**src/rtl/spi_reg_ctrl.sv**
```systemverilog
// spi_reg_ctrl: turns spi_slave byte traffic into burst register writes/reads with address auto-increment.
// Defining SPI_REG_WPROT_EN adds the wp input, which blocks register writes while high.
module spi_reg_ctrl #(
  parameter int NREGS    = 16,
  parameter int AUTO_INC = 1
) (
  input  logic       clk,
  input  logic       rst,
  input  logic       sclk,
  input  logic       ss,
  input  logic [7:0] rx_byte,
  output logic [7:0] tx_byte,
  output logic       tx_wr,
  output logic [6:0] reg_addr,
  output logic [7:0] reg_wdata,
  output logic       reg_we,
  output logic       reg_re,
  input  logic [7:0] reg_rdata,
`ifdef SPI_REG_WPROT_EN
  input  logic       wp,
`endif
  output logic       busy
);

  typedef enum logic [2:0] {
    ST_IDLE  = 3'd0,
    ST_CMD   = 3'd1,
    ST_WDATA = 3'd2,
    ST_FETCH = 3'd3,
    ST_LOAD  = 3'd4,
    ST_RDATA = 3'd5
  } state_t;

  localparam logic [7:0] NREGS_W  = 8'(NREGS);
  localparam logic [6:0] LAST_REG = 7'(NREGS - 1);

  function automatic logic in_range(input logic [6:0] a);
    return {1'b0, a} < NREGS_W;
  endfunction

  // Out-of-range addresses climb to 127 and the 7-bit add wraps them to 0.
  function automatic logic [6:0] adv_addr(input logic [6:0] a);
    logic [6:0] n;
    if (AUTO_INC == 0)                      n = a;
    else if (in_range(a) && a == LAST_REG) n = 7'd0;
    else                                    n = a + 7'd1;
    return n;
  endfunction

  logic       wp_s;
`ifdef SPI_REG_WPROT_EN
  assign wp_s = wp;
`else
  assign wp_s = 1'b0;
`endif

  logic       sclk_meta_r, sclk_sync_r, sclk_prev_r;
  logic       ss_meta_r, ss_sync_r, ss_prev_r;
  logic       sclk_rise_s, ss_rise_s, ss_fall_s;
  logic [2:0] bit_cnt_r;
  logic       byte_done_r, ss_rise_r, ss_fall_r;
  state_t     state_r, state_nxt_s;
  logic       wr_adv_r, wr_adv_s;
  logic [7:0] tx_byte_s, wdata_s;
  logic [6:0] addr_s;
  logic       tx_wr_s, we_s, re_s, busy_s;

  assign sclk_rise_s = sclk_sync_r & ~sclk_prev_r;
  assign ss_rise_s   = ss_sync_r & ~ss_prev_r;
  assign ss_fall_s   = ~ss_sync_r & ss_prev_r;

  // ss copies reset low so a select already held low at reset never looks like a fresh fall.
  always_ff @(posedge clk) begin
    if (rst) begin
      sclk_meta_r <= 1'b0;
      sclk_sync_r <= 1'b0;
      sclk_prev_r <= 1'b0;
      ss_meta_r   <= 1'b0;
      ss_sync_r   <= 1'b0;
      ss_prev_r   <= 1'b0;
    end else begin
      sclk_meta_r <= sclk;
      sclk_sync_r <= sclk_meta_r;
      sclk_prev_r <= sclk_sync_r;
      ss_meta_r   <= ss;
      ss_sync_r   <= ss_meta_r;
      ss_prev_r   <= ss_sync_r;
    end
  end

  // The ss_rise term keeps an 8th edge that coincides with deselect counted as a full byte.
  always_ff @(posedge clk) begin
    if (rst) begin
      bit_cnt_r   <= 3'd0;
      byte_done_r <= 1'b0;
      ss_rise_r   <= 1'b0;
      ss_fall_r   <= 1'b0;
    end else begin
      ss_rise_r   <= ss_rise_s;
      ss_fall_r   <= ss_fall_s;
      byte_done_r <= sclk_rise_s & (~ss_sync_r | ss_rise_s) & (bit_cnt_r == 3'd7);
      if (ss_sync_r || (ss_fall_r && state_r == ST_IDLE)) begin
        bit_cnt_r <= 3'd0;
      end else if (sclk_rise_s) begin
        bit_cnt_r <= bit_cnt_r + 3'd1;
      end else begin
        bit_cnt_r <= bit_cnt_r;
      end
    end
  end

  always_ff @(posedge clk) begin
    if (rst) state_r <= ST_IDLE;
    else     state_r <= state_nxt_s;
  end

  always_comb begin
    state_nxt_s = state_r;
    if (ss_rise_r) begin
      state_nxt_s = ST_IDLE;
    end else begin
      case (state_r)
        ST_IDLE:  state_nxt_s = ss_fall_r ? ST_CMD : ST_IDLE;
        ST_CMD:   state_nxt_s = !byte_done_r ? ST_CMD : (rx_byte[7] ? ST_FETCH : ST_WDATA);
        ST_WDATA: state_nxt_s = ST_WDATA;
        ST_FETCH: state_nxt_s = ST_LOAD;
        ST_LOAD:  state_nxt_s = ST_RDATA;
        ST_RDATA: state_nxt_s = byte_done_r ? ST_FETCH : ST_RDATA;
        default:  state_nxt_s = ST_IDLE;
      endcase
    end
  end

  // A write's address advance waits one cycle so reg_addr stays valid alongside reg_we.
  always_comb begin
    tx_byte_s = tx_byte;
    tx_wr_s   = 1'b0;
    addr_s    = wr_adv_r ? adv_addr(reg_addr) : reg_addr;
    wdata_s   = reg_wdata;
    we_s      = 1'b0;
    wr_adv_s  = 1'b0;
    case (state_r)
      ST_CMD: begin
        addr_s = byte_done_r ? rx_byte[6:0] : reg_addr;
      end
      ST_WDATA: begin
        if (byte_done_r) begin
          wdata_s  = rx_byte;
          we_s     = in_range(reg_addr) & ~wp_s;
          wr_adv_s = 1'b1;
        end else begin
          wdata_s  = reg_wdata;
        end
      end
      ST_LOAD: begin
        if (state_nxt_s == ST_RDATA) begin
          tx_byte_s = in_range(reg_addr) ? reg_rdata : 8'h00;
          tx_wr_s   = 1'b1;
        end else begin
          tx_byte_s = tx_byte;
        end
      end
      ST_RDATA: begin
        addr_s = byte_done_r ? adv_addr(reg_addr) : reg_addr;
      end
      default: begin
        tx_wr_s = 1'b0;
      end
    endcase
    re_s   = (state_nxt_s == ST_FETCH) && in_range(addr_s);
    busy_s = (state_nxt_s != ST_IDLE);
  end

  always_ff @(posedge clk) begin
    if (rst) begin
      tx_byte   <= 8'h00;
      tx_wr     <= 1'b0;
      reg_addr  <= 7'd0;
      reg_wdata <= 8'h00;
      reg_we    <= 1'b0;
      reg_re    <= 1'b0;
      busy      <= 1'b0;
      wr_adv_r  <= 1'b0;
    end else begin
      tx_byte   <= tx_byte_s;
      tx_wr     <= tx_wr_s;
      reg_addr  <= addr_s;
      reg_wdata <= wdata_s;
      reg_we    <= we_s;
      reg_re    <= re_s;
      busy      <= busy_s;
      wr_adv_r  <= wr_adv_s;
    end
  end

endmodule

```
**config.mk**
```make
export PLATFORM = sky130hd
export DESIGN_NAME = spi_reg_ctrl
export DESIGN_NICKNAME = d
export VERILOG_FILES = /design/src/rtl/spi_reg_ctrl.sv
export SDC_FILE = /design/constraint.sdc
export NUM_CORES = 1
export LEC_CHECK = 0
export CAP_MARGIN = 20
export CORE_ASPECT_RATIO = 1.75
export CORE_MARGIN = 8
export CORE_UTILIZATION = 30
export CTS_BUF_LIST = sky130_fd_sc_hd__clkbuf_16
export DETAILED_ROUTE_END_ITERATION = 8
export HOLD_SLACK_MARGIN = 0.02
export PLACE_DENSITY = 0.6
export SLEW_MARGIN = 10
export SYNTH_ARGS = -nofsm -noshare
export SYNTH_HDL_FRONTEND = slang
export SYNTH_SLANG_ARGS = --single-unit
```
**constraint.sdc**
```tcl
create_clock -name clk -period 4.8 [get_ports clk]
set_input_delay 0.48 -clock clk [delete_from_list [all_inputs] [get_ports clk]]
set_output_delay 0.48 -clock clk [all_outputs]
set_load 0.005 [all_outputs]
```
# Word-level counts from Yosys, hierarchy flattened
# Cells that the tools add are included.
[totals] ff_bits=43 in_bits=20 word_cells=70
[classes] add_sub_neg=2 order_cmp=2 eq_ne=9 mux=14 n_bitwise=12 n_reduce_logical=12
[ops] cell="7-bit two-way mux" n=4
[ops] cell="3-bit one-hot mux with 6 select lines" n=1
[ops] cell="7-bit by 5-bit less-than comparator with 1-bit output (second input constant)" n=2
[ops] cell="7-bit one-hot mux with 2 select lines" n=1
[ops] cell="3-bit equality test (second input constant)" n=4
[ops] cell="3-bit by 2-bit equality test with 1-bit output (second input constant)" n=3
[ops] cell="8-bit two-way mux" n=1
[ops] cell="7-bit by 1-bit adder with 7-bit output (second input constant)" n=1
[ops] cell="7-bit by 4-bit equality test with 1-bit output (second input constant)" n=1
[ops] cell="3-bit two-way mux" n=2
[ops] cell="1-bit inverter" n=6
[ops] cell="2-bit OR reduction" n=3
[ops] cell="1-bit bitwise AND" n=5
[ops] cell="1-bit two-way mux" n=4
[ops] cell="2-bit AND reduction" n=2
[ops] cell="3-bit by 1-bit adder with 3-bit output (second input constant)" n=1
[ops] cell="3-bit by 1-bit equality test with 1-bit output (second input constant)" n=1
[ops] cell="1-bit logical AND" n=3
[ops] cell="3-bit zero test" n=1
[ops] cell="3-bit nonzero test" n=1
[ops] cell="3-bit OR reduction" n=1
[ops] cell="2-bit two-way mux" n=1
[ops] cell="1-bit logical OR" n=1
[ops] cell="1-bit OR" n=1

# Depth between registers and ports, before layout
# Gate-level depths: netlist of the first run.
[depth] depth_word=7 ltp_mapped=7 mapped_depth_nobuf=6

# Worst setup path before layout of the first run
# Ideal clock, no wire load.
[synth_timing] path_kind="reg2reg" from="reg reg_addr[0]" to="reg reg_re" t_arrival_ps=1515 slack_ps=3224 path_stages_with_launch=7 period_less_slack_ps=1576 path_cell_list="dfxtp_1 -> ha_1 -> nand2_1 -> or4_1 -> o311ai_1 -> a32o_1 -> and4_1"
[synth_via] elab_chain_len=7 word_cells_on_any_way=11 classes_between="add/sub (1); order compare (2); eq/ne (1); mux (5); reduce/logical (2)"
[synth_lines] element="from (decl)" line_no="14" source="output logic [6:0] reg_addr,"
[synth_lines] element="from (signal assigned)" line_no="187" source="reg_addr <= addr_s;"
[synth_lines] element="7-bit by 5-bit less-than comparator with 1-bit output / 7-bit by 4-bit equality test with 1-bit output (equally long branches)" line_no="38, 45"
[synth_lines] element="1-bit logical AND" line_no="45" source="else if (in_range(a) && a == LAST_REG) n = 7'd0;"
[synth_lines] element="7-bit two-way mux" line_no="45"
[synth_lines] element="7-bit two-way mux (on tied branches)" line_no="138, 164"
[synth_lines] element="7-bit one-hot mux with 2 select lines (*)" line_no="142" source="case (state_r)"
[synth_lines] element="7-bit by 5-bit less-than comparator with 1-bit output (*)" line_no="38" source="return {1'b0, a} < NREGS_W;"
[synth_lines] element="1-bit logical AND (*)" line_no="170" source="re_s = (state_nxt_s == ST_FETCH) && in_range(addr_s);"
[synth_lines] element="to (signal assigned)" line_no="190" source="reg_re <= re_s;"
[synth_lines] element="to (decl)" line_no="17" source="output logic reg_re,"
# Mark *: on every way between the ends. The rest lies on a longest branch, timed or not.
# A chain may end at the register's enable or synchronous reset.

# Final worst setup path of the first run
[layout_timing] from="reg reg_addr[4]" to="out reg_addr[4]"
# No word-level cell between the ends.

==> impl_metrics.json, run 1 <==
{
  "post-place-cells": 310,
  "fmax_ghz": 0.548,
  "slowest_stage": "clkdlybuf4s50_1",
  "status": "complete, no violations",
  "clock_path_buffers": 2,
  "yosysSeqAreaShare_pct": 48.9,
  "cts_tree": "done",
  "syn_area_mm2": 0.00176,
  "drc": 0,
  "cp.arrival_ns": 1.34,
  "grt_pass1_vias": 1642,
  "area_delta_synth_final_pct": 39.8,
  "die_w_um": 73.9,
  "fill_cells": 569,
  "dieArea_mm2": 0.00867,
  "dp_hpwl_mm": 3.59,
  "cts-root-buf": "clkbuf_16",
  "holdCritPathClass": "reg2reg",
  "start_util_pct": 30.4,
  "period_share_pct": 38.0,
  "grt_start_max_net_pins": 31,
  "syn-mean-instance-area_um2": 9.11,
  "synth-edff-count": 0,
  "yosysMostFrequentCell": "dfxtp_1",
  "diodes": 0,
  "num_io_pins": 47,
  "gr-total-overflow": 0,
  "rows": 37,
  "drt-vias-per-instance": 4.98,
  "cts.sinks": 43,
  "synthArstFlopShare_pct": 0,
  "hold_viol_final": 0,
  "syn_nets": 216,
  "setup_tns_ns": 0,
  "portBuffers": 46,
  "fin_skew_ns": 0.00578,
  "required_ns": 4.32,
  "final_nets": 263,
  "cts_inserted_buffers": 5,
  "cp-start-kind": "register",
  "htreeDepth": 2,
  "first_pass_iters": 4,
  "crit_fanout": 8,
  "register_area_um2": 861,
  "grt_antenna_before_repair": 0,
  "ys.flop_type": "dfxtp_1",
  "crit_path_cell_trace": "clkdlybuf4s50_1",
  "drtIter0Drc": 117,
  "drt-total-wl_mm": 4.75,
  "power_density_mw_per_mm2": 314,
  "syn-instance-count": 193,
  "max-cap-violations": 0,
  "drive_above_1_share_pct": 5.39,
  "leakage_nw": 0.872,
  "synth.top_cell.area_share_pct": 48.9,
  "synth_area_leaders": "dfxtp_1 49%, nand2_1 5.3%, a21oi_1 4.3%, nor2_1 4.1%, a22o_1 4.0%",
  "cts_resized": 0,
  "antenna_left": 0,
  "cpPeakStageDelay_ns": 0.57,
  "stdcell_count": 319,
  "min_period_ns": 1.82,
  "via_count": 1588,
  "rsz0062_at_grt": "false",
  "routedWlPerCell_um": 14.9,
  "path_clk_slew_ns": 0.06,
  "ys_seq_elements": 43,
  "gp_congestion": 0.844,
  "max-slew-margin-rel_pct": 46.6,
  "insertion_delay_ns": 0.28,
  "slew_violations": 0,
  "setup.worst_path.end_class": "primary output",
  "worst-path-buf-inv": 1,
  "yosys.area.top_type": "dfxtp_1",
  "synth_common_cells": "43 x dfxtp_1, 25 x nand2_1, 19 x nor2_1",
  "holdBufCountCts": 0,
  "synth.distinct_cells": 46,
  "worstSetupPathType": "reg2out",
  "multi_input_area_um2": 850,
  "ys_warn_count": 0,
  "coreArea_mm2": 0.00579,
  "setup_viol": 0,
  "grt_pass1_wl_mm": 7.85,
  "tightest_slew_ns": 0.799,
  "track_usage_pct": 11.5,
  "crit_family": "buffers and inverters",
  "fp.dieH_um": 117,
  "utilization_pct": 42.5,
  "vdd_drop_max_mv": 0.185,
  "post-cts-setup-buffers": 0,
  "power_w": 0.000771
}
## power by group
group	switching, W	internal, W	leakage (nW)
clock network	0.000134	0.000242	0.0812
logic	0.0000129	0.0000192	0.443
registers	0.00000270	0.000360	0.348
## per-layer routing
layer | wire length [µm] | up-vias | global-route usage, % | share of wire (%)
met5 | 0 | - | 0 | 0
met4 | 238 | 0 | 7.68 | 5.0
met3 | 286 | 17 | 3.67 | 6.0
met2 | 2360 | 60 | 19.1 | 50
met1 | 1870 | 724 | 11.8 | 39
li1 | - | 787 | - | -
## cell type report
| class | instances | area share, % |
|---|---|---|
| clock buffer | 5 | 5.09 |
| clock inverter | 3 | 1.58 |
| inverter | 4 | 0.610 |
| multi-input combinational | 138 | 34.5 |
| sequential | 43 | 35.0 |
| tap | 78 | 3.97 |
| timing repair buffer | 48 | 19.2 |
## sequential cells by signal (all words and copies together) (netlist names), 3 cells and up
register,cells
tx_byte,8
bit_cnt_r,3
reg_wdata,8
reg_addr,7
state_r,3
## worst paths after layout
check | startpoint | end | slack (ns) | cells past startpoint
worst min register to register | sclk_meta_r | sclk_sync_r | 0.43 | 1
worst min-delay path | sclk_meta_r | sclk_sync_r | 0.43 | 1
worst max-delay path | reg_addr[4] | reg_addr[4] | 2.98 | 1
worst max register to register | state_r[2] | reg_re | 2.98 | 5
## stage by stage
| step | instance area, µm² | setup slack, ns | hold WS, ns |
|---|---|---|---|
| after floorplan | 1760 | 3.22 | 0.406 |
| after global placement | 2290 | 2.71 | 0.421 |
| after detailed placement | 2290 | 2.62 | 0.426 |
| after CTS | 2450 | 2.61 | 0.440 |
| after global routing | 2460 | 2.86 | 0.468 |
| final | 2460 | 2.98 | 0.434 |
## cell usage in the layout (no fill, tap or decap), drive strengths merged, types with 3 or more instances in the layout
cell type | Yosys | layout
a21boi | 3 | 3
a21oi | 15 | 15
a22o | 8 | 8
clkbuf | 5 | 6
clkdlybuf4s50 | 0 | 46
dfxtp | 43 | 43
ha | 3 | 3
inv | 4 | 4
mux2i | 3 | 3
nand2 | 25 | 25
nand3 | 3 | 3
nor2 | 19 | 19
nor2b | 10 | 10
nor3 | 6 | 6
nor3b | 3 | 3
o21ai | 7 | 7
## logic make-up after synthesis
kind of cell / count (synthesis) / synth area share (%)
DFF: 43 / 48.9
and+or+nand+nor: 82 / 25.0
AOI/OAI and AO/OA: 49 / 18.9
muxes: 3 / 1.71
xor gates and xnor gates: 1 / 0.498
adders and majority gates: 3 / 2.13
buffers and inverters: 12 / 2.77
Note: power is estimated with default switching activity, not from simulation.
==> run 2, diff against run 1 <==
==> constraint.sdc (replaced) <==
create_clock -name clk -period 1.7 [get_ports clk]
set_input_delay 0.17 -clock clk [delete_from_list [all_inputs] [get_ports clk]]
set_output_delay 0.17 -clock clk [all_outputs]
set_load 0.005 [all_outputs]
==> impl_metrics.json, run 2 (synthesis gave the netlist of run 1 again) <==
{
  "portBuffers": 46,
  "tightest_slew_ns": 0.524,
  "drt-total-wl_mm": 4.76,
  "drtIter0Drc": 81,
  "dieArea_mm2": 0.00867,
  "routedWlPerCell_um": 14.1,
  "fin_skew_ns": 0.00214,
  "diodes": 0,
  "cts_tree": "done",
  "max-cap-violations": 0,
  "cts-root-buf": "clkbuf_16",
  "slowest_stage": "or4_1",
  "drt-vias-per-instance": 4.83,
  "rsz0062_at_grt": "false",
  "die_w_um": 73.9,
  "top_layer": "met4",
  "cts_resized": 0,
  "area_delta_synth_final_pct": 47.1,
  "cts_inserted_buffers": 5,
  "path_clk_slew_ns": 0.06,
  "clock_path_buffers": 2,
  "power_density_mw_per_mm2": 776,
  "mostFrequentLayoutCell": "clkdlybuf4s50_1",
  "grt_antenna_before_repair": 0,
  "setup.worst_path.end_class": "register",
  "htreeDepth": 2,
  "rows": 37,
  "cts.sinks": 43,
  "status": "complete, no violations",
  "drc": 0,
  "grt_pass1_wl_mm": 8.05,
  "coreArea_mm2": 0.00579,
  "worstSetupPathType": "reg2reg",
  "setup_viol": 0,
  "num_io_pins": 47,
  "largestRegisters": "reg_wdata: 8 flops, tx_byte: 8 flops, reg_addr: 7 flops",
  "reg2regPathDepth": 5,
  "grt_pass1_vias": 1700,
  "worst-path-buf-inv": 0,
  "max-slew-margin-rel_pct": 64.1,
  "post-cts-setup-buffers": 0,
  "required_ns": 1.92,
  "gp_congestion": 0.889,
  "fp.dieH_um": 117,
  "start_util_pct": 30.4,
  "utilization_pct": 44.7,
  "final_nets": 282,
  "first_pass_iters": 4,
  "crit_path_cell_trace": "nand3_1, or4_1, o311ai_1, a32o_1, and4_1",
  "vdd_drop_max_mv": 0.635,
  "worst-path-stages": 5,
  "mostFrequentLayoutCells": "46 x clkdlybuf4s50_1, 40 x dfxtp_1, 25 x nand2_1",
  "crit_family": "simple AND/OR/NAND/NOR gates",
  "gr-total-overflow": 0,
  "wl_met3_um": 309,
  "setup_tns_ns": 0,
  "antenna_left": 0,
  "hold_depth": 1,
  "leakage_nw": 0.956,
  "slew_violations": 0,
  "cpPeakStageDelay_ns": 0.49,
  "holdBufCountCts": 0,
  "cp.arrival_ns": 1.86,
  "drt-met1-wl_mm": 1.87,
  "drive_above_1_share_pct": 13.5,
  "insertion_delay_ns": 0.28,
  "holdCritPathClass": "reg2reg",
  "period_share_pct": 96.3,
  "cp-start-kind": "register",
  "crit_fanout": 4,
  "met2_length_mm": 2.53,
  "grt_start_max_net_pins": 15,
  "fmax_ghz": 0.611,
  "track_usage_pct": 11.6,
  "hold_viol_final": 0,
  "min_period_ns": 1.64,
  "dp_hpwl_mm": 3.75,
  "via_count": 1633
}
run 2: final timing paths:
check	slack [ns]	endpoint	startpoint
max	0.06	reg_re	reg_addr[4]
min	0.43	ss_rise_r	ss_prev_r
max reg2reg	0.06	reg_re	reg_addr[4]
min reg2reg	0.43	ss_rise_r	ss_prev_r
run 2: through the flow:
step | cells | power, W | hold WS [ns] | instance area (µm²) | setup slack (ns)
3_5_place_dp | 330 | 0.00114 | 0.428 | 2440 | 0.0575
6_report | 338 | 0.00201 | 0.431 | 2590 | 0.0626
2_1_floorplan | 193 | 0.00108 | 0.296 | 1760 | 0.124
5_1_grt | 338 | 0.00209 | 0.456 | 2590 | 0.0105
3_3_place_gp | 330 | 0.00114 | 0.420 | 2440 | 0.0732
4_1_cts | 338 | 0.00203 | 0.436 | 2580 | 0.0387
run 2: area by class of cell:
| class | count | area (µm²) |
|---|---|---|
| repair buffers | 67 | 618 |
| clock inverters | 3 | 11.3 |
| well taps | 78 | 97.6 |
| inverters | 4 | 15.0 |
| fillers | 578 | 3200 |
| flip-flops and latches | 43 | 865 |
| multi-input cells | 138 | 856 |
| clock buffers | 5 | 125 |
run 2: power breakdown:
part	total [W]	switching [W]	internal, W	leakage [nW]
clock	0.000887	0.000359	0.000528	0.0701
sequential	0.00102	0.00000674	0.00102	0.349
combinational	0.0000970	0.0000383	0.0000587	0.537
run 2: metal layers:
| metal | up-vias | GRT usage [%] |
|---|---|---|
| met5 | - | 0 |
| met4 | 0 | 4.66 |
| met3 | 4 | 3.16 |
| met2 | 49 | 20.6 |
| met1 | 754 | 12.2 |
| li1 | 826 | - |
==> run 3, diff against run 2 <==
--- a/config.mk
+++ b/config.mk
@@ -13,6 +13,7 @@
 export DETAILED_ROUTE_END_ITERATION = 8
 export HOLD_SLACK_MARGIN = 0.02
 export PLACE_DENSITY = 0.6
+export REMOVE_ABC_BUFFERS = 1
 export SLEW_MARGIN = 10
 export SYNTH_ARGS = -nofsm -noshare
 export SYNTH_HDL_FRONTEND = slang
==> impl_metrics.json, run 3 (synthesis gave the netlist of run 1 again) <==
{
  "grt_start_max_net_pins": 15,
  "r2r_slack_ns": 0.11,
  "die_w_um": 73.9,
  "holdBufCountCts": 0,
  "status": "complete, no violations",
  "via_count": 1637,
  "rsz0062_at_grt": "false",
  "fin_skew_ns": 0.00250,
  "insertion_delay_ns": 0.28,
  "hold_depth": 1,
  "max-cap-violations": 0,
  "setup.worst_path.end_class": "register",
  "slew_violations": 0,
  "drc": 0,
  "fp.dieH_um": 117,
  "gp_congestion": 0.913,
  "leakage_nw": 0.956,
  "crit_path_cell_trace": "nand4b_1, a21boi_1, nor2_1, a2111oi_1",
  "routedWlPerCell_um": 14.7,
  "reg2regPathDepth": 4,
  "portBuffers": 46,
  "post-place-cells": 325,
  "tightest_slew_ns": 0.460,
  "start_util_pct": 30.4,
  "htreeDepth": 2,
  "min_period_ns": 1.59,
  "cts.sinks": 43,
  "dieArea_mm2": 0.00867,
  "slowest_stage": "dfxtp_1",
  "num_io_pins": 47,
  "cts_tree": "done",
  "min_to": "ss_sync_r",
  "r2r-end": "reg_addr[1]",
  "power_density_mw_per_mm2": 777,
  "drive_above_1_share_pct": 14.0,
  "max-slew-margin-rel_pct": 69.2,
  "antenna_left": 0,
  "crit_fanout": 10,
  "coreArea_mm2": 0.00579,
  "first_pass_iters": 4,
  "path_clk_slew_ns": 0.06,
  "final_nets": 279,
  "cts-root-buf": "clkbuf_16",
  "drt-vias-per-instance": 4.89,
  "gr-total-overflow": 0,
  "mostFrequentLayoutCell": "clkdlybuf4s50_1",
  "area_delta_synth_final_pct": 47.6,
  "timing.rr.start": "state_r[1]",
  "grt_pass1_vias": 1680,
  "fmax_ghz": 0.628,
  "holdCritPathClass": "reg2reg",
  "cp-start-kind": "register",
  "hold_viol_final": 0,
  "drtIter0Drc": 87,
  "diodes": 0,
  "hold_start": "ss_meta_r",
  "grt_antenna_before_repair": 0,
  "cts_inserted_buffers": 5,
  "grt_pass1_wl_mm": 7.96,
  "fin_area_mm2": 0.00260,
  "period_share_pct": 93.7,
  "rows": 37,
  "mostFrequentLayoutCells": "46 x clkdlybuf4s50_1, 41 x dfxtp_1, 25 x nand2_1",
  "largestRegisters": "reg_wdata: 8 flops, tx_byte: 8 flops, reg_addr: 7 flops",
  "clock_path_buffers": 2,
  "setup_viol": 0,
  "dp_hpwl_mm": 3.88,
  "worstSetupPathType": "reg2reg",
  "required_ns": 1.85,
  "dpl_cell_area_mm2": 0.00242,
  "cp.arrival_ns": 1.75,
  "track_usage_pct": 11.8,
  "stdcell_count": 335,
  "cpPeakStageDelay_ns": 0.51,
  "drt-total-wl_mm": 4.94,
  "vdd_drop_max_mv": 0.742
}
==> run 3: cell count changes in the layout (fill, tap and decap cells not counted), sizes merged <==
cell    change
buf         -3
clkinv      -1
inv         +1
==> run 3: timing repair <==
action / CTS / global route
resized for setup: 1 / 10
setup endpoints to repair: 1 / 13
pin swaps: 0 / 1
buffers inserted: 0 / 2
==> run 3: stage by stage <==
stage / hold slack (ns) / setup WS [ns] / util [%] / total power (W) / setup TNS [ns]
floorplan: 0.239 / -0.0642 / - / 0.00107 / -0.0642
global placement: 0.419 / 0.0122 / 41.8 / 0.00115 / 0
detailed placement: 0.424 / -0.0376 / 41.8 / 0.00115 / -0.0376
CTS: 0.433 / 0.0110 / 44.1 / 0.00204 / 0
global route: 0.449 / 0.00683 / 44.9 / 0.00209 / 0
finish: 0.433 / 0.107 / 44.9 / 0.00202 / 0
==> run 3: layer usage <==
metal	track usage, %	share of wire, %	vias to the layer above
li1	-	-	817
met1	11.3	37	760
met2	21.0	53	46
met3	3.50	5.2	14
met4	6.68	4.3	0
met5	0	0	-
==> run 3: worst max-delay path: cells and delay by family (launching register included) <==
kind               cells  cell delay, ns
and+or+nand+nor        2            0.29
AOI/OAI and AO/OA      2            0.67
DFF                    1            0.51
==> run 3: worst max-delay path by stage <==
stage / startpoint / to / slack (ns) / cells after the start
after CTS: state_r[1] / reg_addr[1] / 0.01 / 5
after floorplan: state_r[0] / reg_re / -0.06 / 4
final: state_r[1] / reg_addr[1] / 0.11 / 4
after global routing: reg_addr[0] / reg_re / 0.007 / 6
after global placement: state_r[1] / reg_addr[1] / 0.01 / 4
after detailed placement: state_r[1] / reg_addr[1] / -0.04 / 4
==> run 3: area by class of cell <==
cell class                      count  area [µm²]
Fill cell                         584        3190
Multi-Input combinational cell    138         875
Sequential cell                    43         863
Timing Repair Buffer               64         608
Clock buffer                        5         125
Tap cell                           78        97.6
Inverter                            4        15.0
Clock inverter                      3        12.5
==> run 3: power breakdown <==
part	switching (W)	total (W)	internal, W
Sequential	0.00000625	0.00102	0.00102
Combinational	0.0000418	0.000103	0.0000610
Clock	0.000361	0.000891	0.000530
Total	0.000409	0.00202	0.00161
